### config.mk
export PLATFORM = sky130hd
export DESIGN_NAME = dmem_arbiter
export DESIGN_NICKNAME = d
export VERILOG_FILES = /design/src/rtl/dmem_arbiter.sv
export SDC_FILE = /design/constraint.sdc
export NUM_CORES = 1
export LEC_CHECK = 0
export BUFFER_PORTS_ARGS = -buffer_cell sky130_fd_sc_hd__buf_2
export CORE_AREA = 2 2 117 119
export DETAILED_ROUTE_END_ITERATION = 6
export DIE_AREA = 0 0 119 121
export GPL_TIMING_DRIVEN = 0
export SYNTH_ARGS = -nofsm -noshare
export SYNTH_HDL_FRONTEND = slang
export SYNTH_SLANG_ARGS = --single-unit
### constraint.sdc
create_clock -name clk -period 1.4 [get_ports clk]
set_input_delay 0.14 -clock clk [delete_from_list [all_inputs] [get_ports clk]]
set_output_delay 0.14 -clock clk [all_outputs]
set_load 0.03 [all_outputs]
### src/rtl/dmem_arbiter.sv
// dmem_arbiter: two-port data-memory arbiter (round-robin or fixed priority with anti-starvation), 1-cycle registered response
module dmem_arbiter #(
  parameter int ADDR_W     = 32,
  parameter int DATA_W     = 32,
  parameter int PRIO_MODE  = 0,
  parameter int STARVE_MAX = 4
) (
  input  logic              clk,
  input  logic              rst,
  input  logic              req0_valid,
  input  logic              req0_we,
  input  logic [ADDR_W-1:0] req0_addr,
  input  logic [DATA_W-1:0] req0_wdata,
  output logic              req0_ready,
  output logic              req0_rvalid,
  output logic [DATA_W-1:0] req0_rdata,
  output logic              stall0,
  input  logic              req1_valid,
  input  logic              req1_we,
  input  logic [ADDR_W-1:0] req1_addr,
  input  logic [DATA_W-1:0] req1_wdata,
  output logic              req1_ready,
  output logic              req1_rvalid,
  output logic [DATA_W-1:0] req1_rdata,
  output logic [ADDR_W-1:0] mem_addr,
  output logic              mem_we,
  output logic [DATA_W-1:0] mem_wdata,
  input  logic [DATA_W-1:0] mem_rdata
);
  localparam logic [7:0] SMAX = 8'(STARVE_MAX);
  logic              last_grant;
  logic [7:0]        starve_cnt;
  logic              rvalid0_q, rvalid1_q;
  logic [DATA_W-1:0] rdata0_q, rdata1_q;
  logic              force1, g0, g1;
  always_comb begin
    force1 = (PRIO_MODE != 0) && req1_valid && (starve_cnt == SMAX);
    g0 = ~rst & req0_valid & ((PRIO_MODE == 0) ? (~req1_valid | last_grant) : ~force1);
    g1 = ~rst & req1_valid & ((PRIO_MODE == 0) ? (~req0_valid | ~last_grant) : (~req0_valid | force1));
    mem_we    = g0 ? req0_we    : g1 ? req1_we    : 1'b0;
    mem_addr  = g0 ? req0_addr  : g1 ? req1_addr  : '0;
    mem_wdata = g0 ? req0_wdata : g1 ? req1_wdata : '0;
  end
  assign req0_ready  = g0;
  assign req1_ready  = g1;
  assign stall0      = req0_valid & ~g0;
  // a response registered just before reset is hidden while reset is held
  assign req0_rvalid = rvalid0_q & ~rst;
  assign req1_rvalid = rvalid1_q & ~rst;
  assign req0_rdata  = rst ? '0 : rdata0_q;
  assign req1_rdata  = rst ? '0 : rdata1_q;
  always_ff @(posedge clk) begin
    if (rst) begin
      last_grant <= 1'b1;
      starve_cnt <= '0;
      rvalid0_q  <= 1'b0;
      rvalid1_q  <= 1'b0;
      rdata0_q   <= '0;
      rdata1_q   <= '0;
    end else begin
      rvalid0_q <= g0;
      rvalid1_q <= g1;
      if (g0 & ~req0_we) rdata0_q <= mem_rdata;
      if (g1 & ~req1_we) rdata1_q <= mem_rdata;
      if (g0 | g1) last_grant <= g1;
      starve_cnt <= (PRIO_MODE == 0 || !req1_valid || g1) ? 8'd0 :
                    (starve_cnt == SMAX) ? starve_cnt : starve_cnt + 8'd1;
    end
  end
endmodule

* After elaboration in Yosys (flattened, before gate mapping)
Cells that the tools add are included.
** Word-level totals
- Logic and storage cells :: 32
- Output and inout port bits :: 134
- Bits in registers :: 67
- Input port bits :: 166
** Operators by class
- Bitwise logic cells :: 19
- Mux-type cells :: 8
** Operators by type and width (count)
- 2-to-1 mux 32 bit :: 6
- AND 1 bit :: 9
- inverter 1 bit :: 7
- OR 1 bit :: 3
- 2-to-1 mux 1 bit :: 2

* Depth between registers and ports, before layout
- Depth after elaboration :: 5
- Gate-level depth with buffers :: 5
- Mapped depth without buffers :: 3

* Worst setup path after synthesis
OpenSTA, ideal clock, no wires.
- Path type :: reg-to-output
- Start point :: reg last_grant
- End point :: out mem_wdata[22]
- Buffers on the path :: 1
- Arrival time :: 1.292 ns
- Required time :: 1.260 ns
- Path slack :: -0.032 ns
- Cell stages (with the launch flop) :: 5
- Path through :: dfxtp_1 -> a21bo_4 -> nor2_4 -> buf_2 -> a22o_1
** Between the ends
- Word-level cells in the longest chain between the ends :: 5
- Elaborated cells between the ends (all ways) :: 7
- Classes of those cells :: mux (2); bitwise (5)
** RTL lines
- start: declaration :: line 31 : logic last_grant;
- start signal: assignment :: line 65 : if (g0 | g1) last_grant <= g1;
- inverter 1 bit :: line 39 : g1 = ~rst & req1_valid & ((PRIO_MODE == 0) ? (~req0_valid | ~last_grant) : (~req0_valid | force1));
- OR 1 bit :: line 39
- AND 1 bit :: line 39
- net req1_ready :: line 22 : output logic req1_ready,
- 2-to-1 mux 32 bit (2 in series) :: line 42 : mem_wdata = g0 ? req0_wdata : g1 ? req1_wdata : '0;
- end: declaration :: line 27 : output logic [DATA_W-1:0] mem_wdata,
The timed path passes the listed nets, and every way through them passes these cells.

* Worst setup path after layout
- Start point :: reg last_grant
- End point :: out mem_wdata[8]
** Between the ends
- Word-level cells in the longest chain between the ends :: 5
- Elaborated cells between the ends (all ways) :: 7
- Classes of those cells :: mux (2); bitwise (5)
** RTL lines (line)
- inverter 1 bit :: 39
- OR 1 bit :: 39
- AND 1 bit :: 39
- 2-to-1 mux 32 bit :: 42
- 2-to-1 mux 32 bit * :: 42
Mark *: on every way between the ends. The rest lies on a longest branch, timed or not.

==> key figures <==
Clock tree
  – CTS clk-pin slew, worst paths: 0.05 ns
  – Clock Path Buffers: 2
  – Sink Count: 67
  – Clk root buf: clkbuf_16
  – CTS tree: built
  – Post-CTS Hold Buffers: 0
  – Clk_lat worst skew: 0.33 ns
  – CTS Buf Count: 9
  – CTS HTree Levels: 3

Setup path
  – R2R Setup Slk: 0.01 ns
  – FF-to-FF path depth: 6
  – Buf+Inv Stages, Crit Path: 3
  – Crit Path Class: reg -> out
  – Crit-path cells: a21bo_4 > nor2_4 > buf_6 > buf_8 > a22o_1 > buf_6
  – Critical path peak fanout: 10
  – Crit path largest cell delay: 0.34 ns
  – Stages on worst setup path: 6
  – Arrival time worst endpoint: 1.68 ns
  – Worst setup SP type: register
  – Crit path top cell by count: buf_6
  – Crit path max-delay family: buffers and inverters
  – CP Capture Type: output pin
  – CP max-delay cell: dfxtp_2
  – Crit path required time: 1.26 ns

Pwr
  – Power per Cell Area: 924 nW/um^2
  – Net Sw Power: 1700 uW
  – Sequential share of power: 34.0%
  – Int Power: 4270 uW
  – Clock power frac: 37.3%
  – P_leak: 0.00372 uW
  – Peak supply drop: 0.682 mV
  – Power share of the combinational group: 28.7%
  – Switching Fraction: 28.5%

Detailed routing
  – Antenna-violating nets left: 0
  – Vias/cell: 4.52
  – DRC violations left: 0
  – DR pass1 iterations: 4
  – Wire per inst: 17.2 um
  – Routed WL: 15700 um
  – Via count: 4116
  – Drt first-iter violations: 94

Logic synthesis
  – Syn nets: 566
  – Top post-synthesis cells by area: dfxtp_1 (36%), mux2i_1 (17%), nand2b_1 (16%)
  – EDFF count, synth: 0
  – Dominant synthesized flop cell: dfxtp_1
  – Seq cells post-synth: 67
  – Yosys cell types: 20
  – Seq/Total Area, Yosys: 35.8%
  – Most instantiated cells after synthesis: nand2b_1 (96), dfxtp_1 (67), a22o_1 (65), inv_1 (64), mux2i_1 (64)
  – Mapped cell area: 3750 um^2
  – Top-count cell post-synth: nand2b_1
  – Synth top area share: 35.8%
  – Synth warn: 0
  – Largest area contributor in the netlist: dfxtp_1
  – Post-synth ARST share: 0%
  – Syn Inst Count: 400
  – Post-synthesis average cell area: 9.37 um^2

Floorplanning
  – DIE AREA: 14400 um^2
  – Starting Density: 28.6%
  – CORE AREA: 13100 um^2
  – Chip width: 119 um
  – Floorplan row count: 42
  – Chip height: 121 um
  – Io pins: 300

Status
  – Status: finished, violations left
  – Violations in the final reports: setup timing

Min path
  – Hold crit path type: in -> reg
  – Worst hold stages: 3

Cells and area
  – Finished Core Util: 49.3%
  – NumNets Final: 892
  – Layout cells sized above 1: 51.6%
  – Non-filler cells, final: 911
  – Layout area overhead: 72.3%
  – Final instance area: 6460 um^2

STA
  – Final period utilization: 130%
  – Worst-margin pin slew: 0.401 ns
  – Final min period: 1.82 ns
  – Final Max Slew Viols: 0
  – Max_slew headroom: 73.3%
  – RSZ-0062 raised after global routing: true
  – Final worst slack: -0.417 ns
  – Final setup vio count: 68
  – Final Skew: 0.00613 ns
  – Fmax: 550 MHz
  – Fin. Hold Viols: 0

Placement
  – Placed Cells: 875
  – Port Buffer Count: 299
  – Gpl congestion: 0.897
  – Placed Area: 5480 um^2
  – DP Wirelength: 12700 um

Global route
  – GR Layer Usage met1: 22.4%
  – Top Usage Layer GRT: met2
  – GRT met3 Usage: 5.03%
  – GRT overflow: 0
  – Vias in the first global route: 4282
  – Largest net degree at the start of global routing: 11
  – First-pass GRT wire length: 22500 um
  – GRT met2 Usage: 37.1%
  – Antenna violations before repair: 5
  – Gr usage total: 20.5%

Flow run
  – Max_cap viols: 0
[cells in the final DEF (no fill, tap or decap), drive strengths merged]
cell type,instances
buf,329
nand2b,96
dfxtp,67
inv,65
a22o,65
mux2i,64
clkbuf,30
diode,5
nor2,4
nor3,3
nor2b,3
a21bo,1
a211o,1
clkinv,1
bufinv,1
[per-stage QoR]
| step | total power (uW) | setup TNS, ns | setup WS, ns | hold slack, ns |
|---|---|---|---|---|
| after floorplan | 2960 | 0 | 0.0305 | 0.319 |
| after global placement | 3500 | -8.24 | -0.252 | 0.427 |
| after detailed placement | 3510 | -9.93 | -0.278 | 0.442 |
| after CTS | 5930 | -25.85 | -0.443 | 0.0942 |
| after global routing | 6200 | -29.41 | -0.501 | 0.102 |
| final | 5970 | -22.99 | -0.417 | 0.102 |
[sequential cells by signal, summed over array words and instances, names as in the netlist]
signal	count
last_grant	1
rdata0_q	32
rdata1_q	32
rvalid0_q	1
rvalid1_q	1
[per-layer routing]
metal / share of wire [%] / vias up
li1: - / 1975
met1: 38 / 1907
met2: 51 / 196
met3: 6.9 / 38
met4: 3.9 / 0
met5: 0 / -
[worst paths after layout]
check	from	endpoint
hold reg to reg	rdata1_q[0]	rdata1_q[0]
setup reg to reg	last_grant	rdata1_q[22]
hold / removal	mem_rdata[17]	rdata0_q[17]
setup / recovery	last_grant	mem_wdata[8]
[power groups by stage]
stage	clock network (uW)	registers, uW	logic [uW]
6_report	2220	2030	1710
5_1_grt	2360	2040	1810
4_1_cts	2270	2030	1630
3_5_place_dp	0	2070	1440
3_3_place_gp	0	2070	1430
2_1_floorplan	0	2060	898
[area by class of cell]
class	instances	area, um^2
Fill cell	1289	6630
Timing Repair Buffer	317	2060
Multi-Input combinational cell	237	1980
Sequential cell	67	1340
Buffer	29	307
Clock buffer	13	260
Inverter	65	244
Tap cell	176	220
Clock inverter	2	35.0
Antenna cell	5	12.5
[what timing repair did]
action,CTS,global route
cloned,2,3
buffers inserted,7,6
endpoints found under the setup margin,100,105
gates resized for setup,119,33
endpoints found under the hold margin,0,0
pin swaps,7,12
[cell families after synthesis]
kind of cell / Yosys count / share of synthesized area, %
DFF: 67 / 35.8
and+or+nand+nor: 106 / 18.5
muxes: 64 / 17.1
buffers and inverters: 96 / 12.7
AOI/OAI and AO/OA: 67 / 15.9
[worst register-to-register path, delay by kind of cell (launching register included)]
kind / cells / cell delay (ns)
buffers and inverters: 3 / 0.47
flip-flops: 1 / 0.34
AO/OA/AOI/OAI: 1 / 0.22
multiplexers: 1 / 0.18
AND/OR/NAND/NOR: 1 / 0.12
Power figures use the tool's default switching activity.
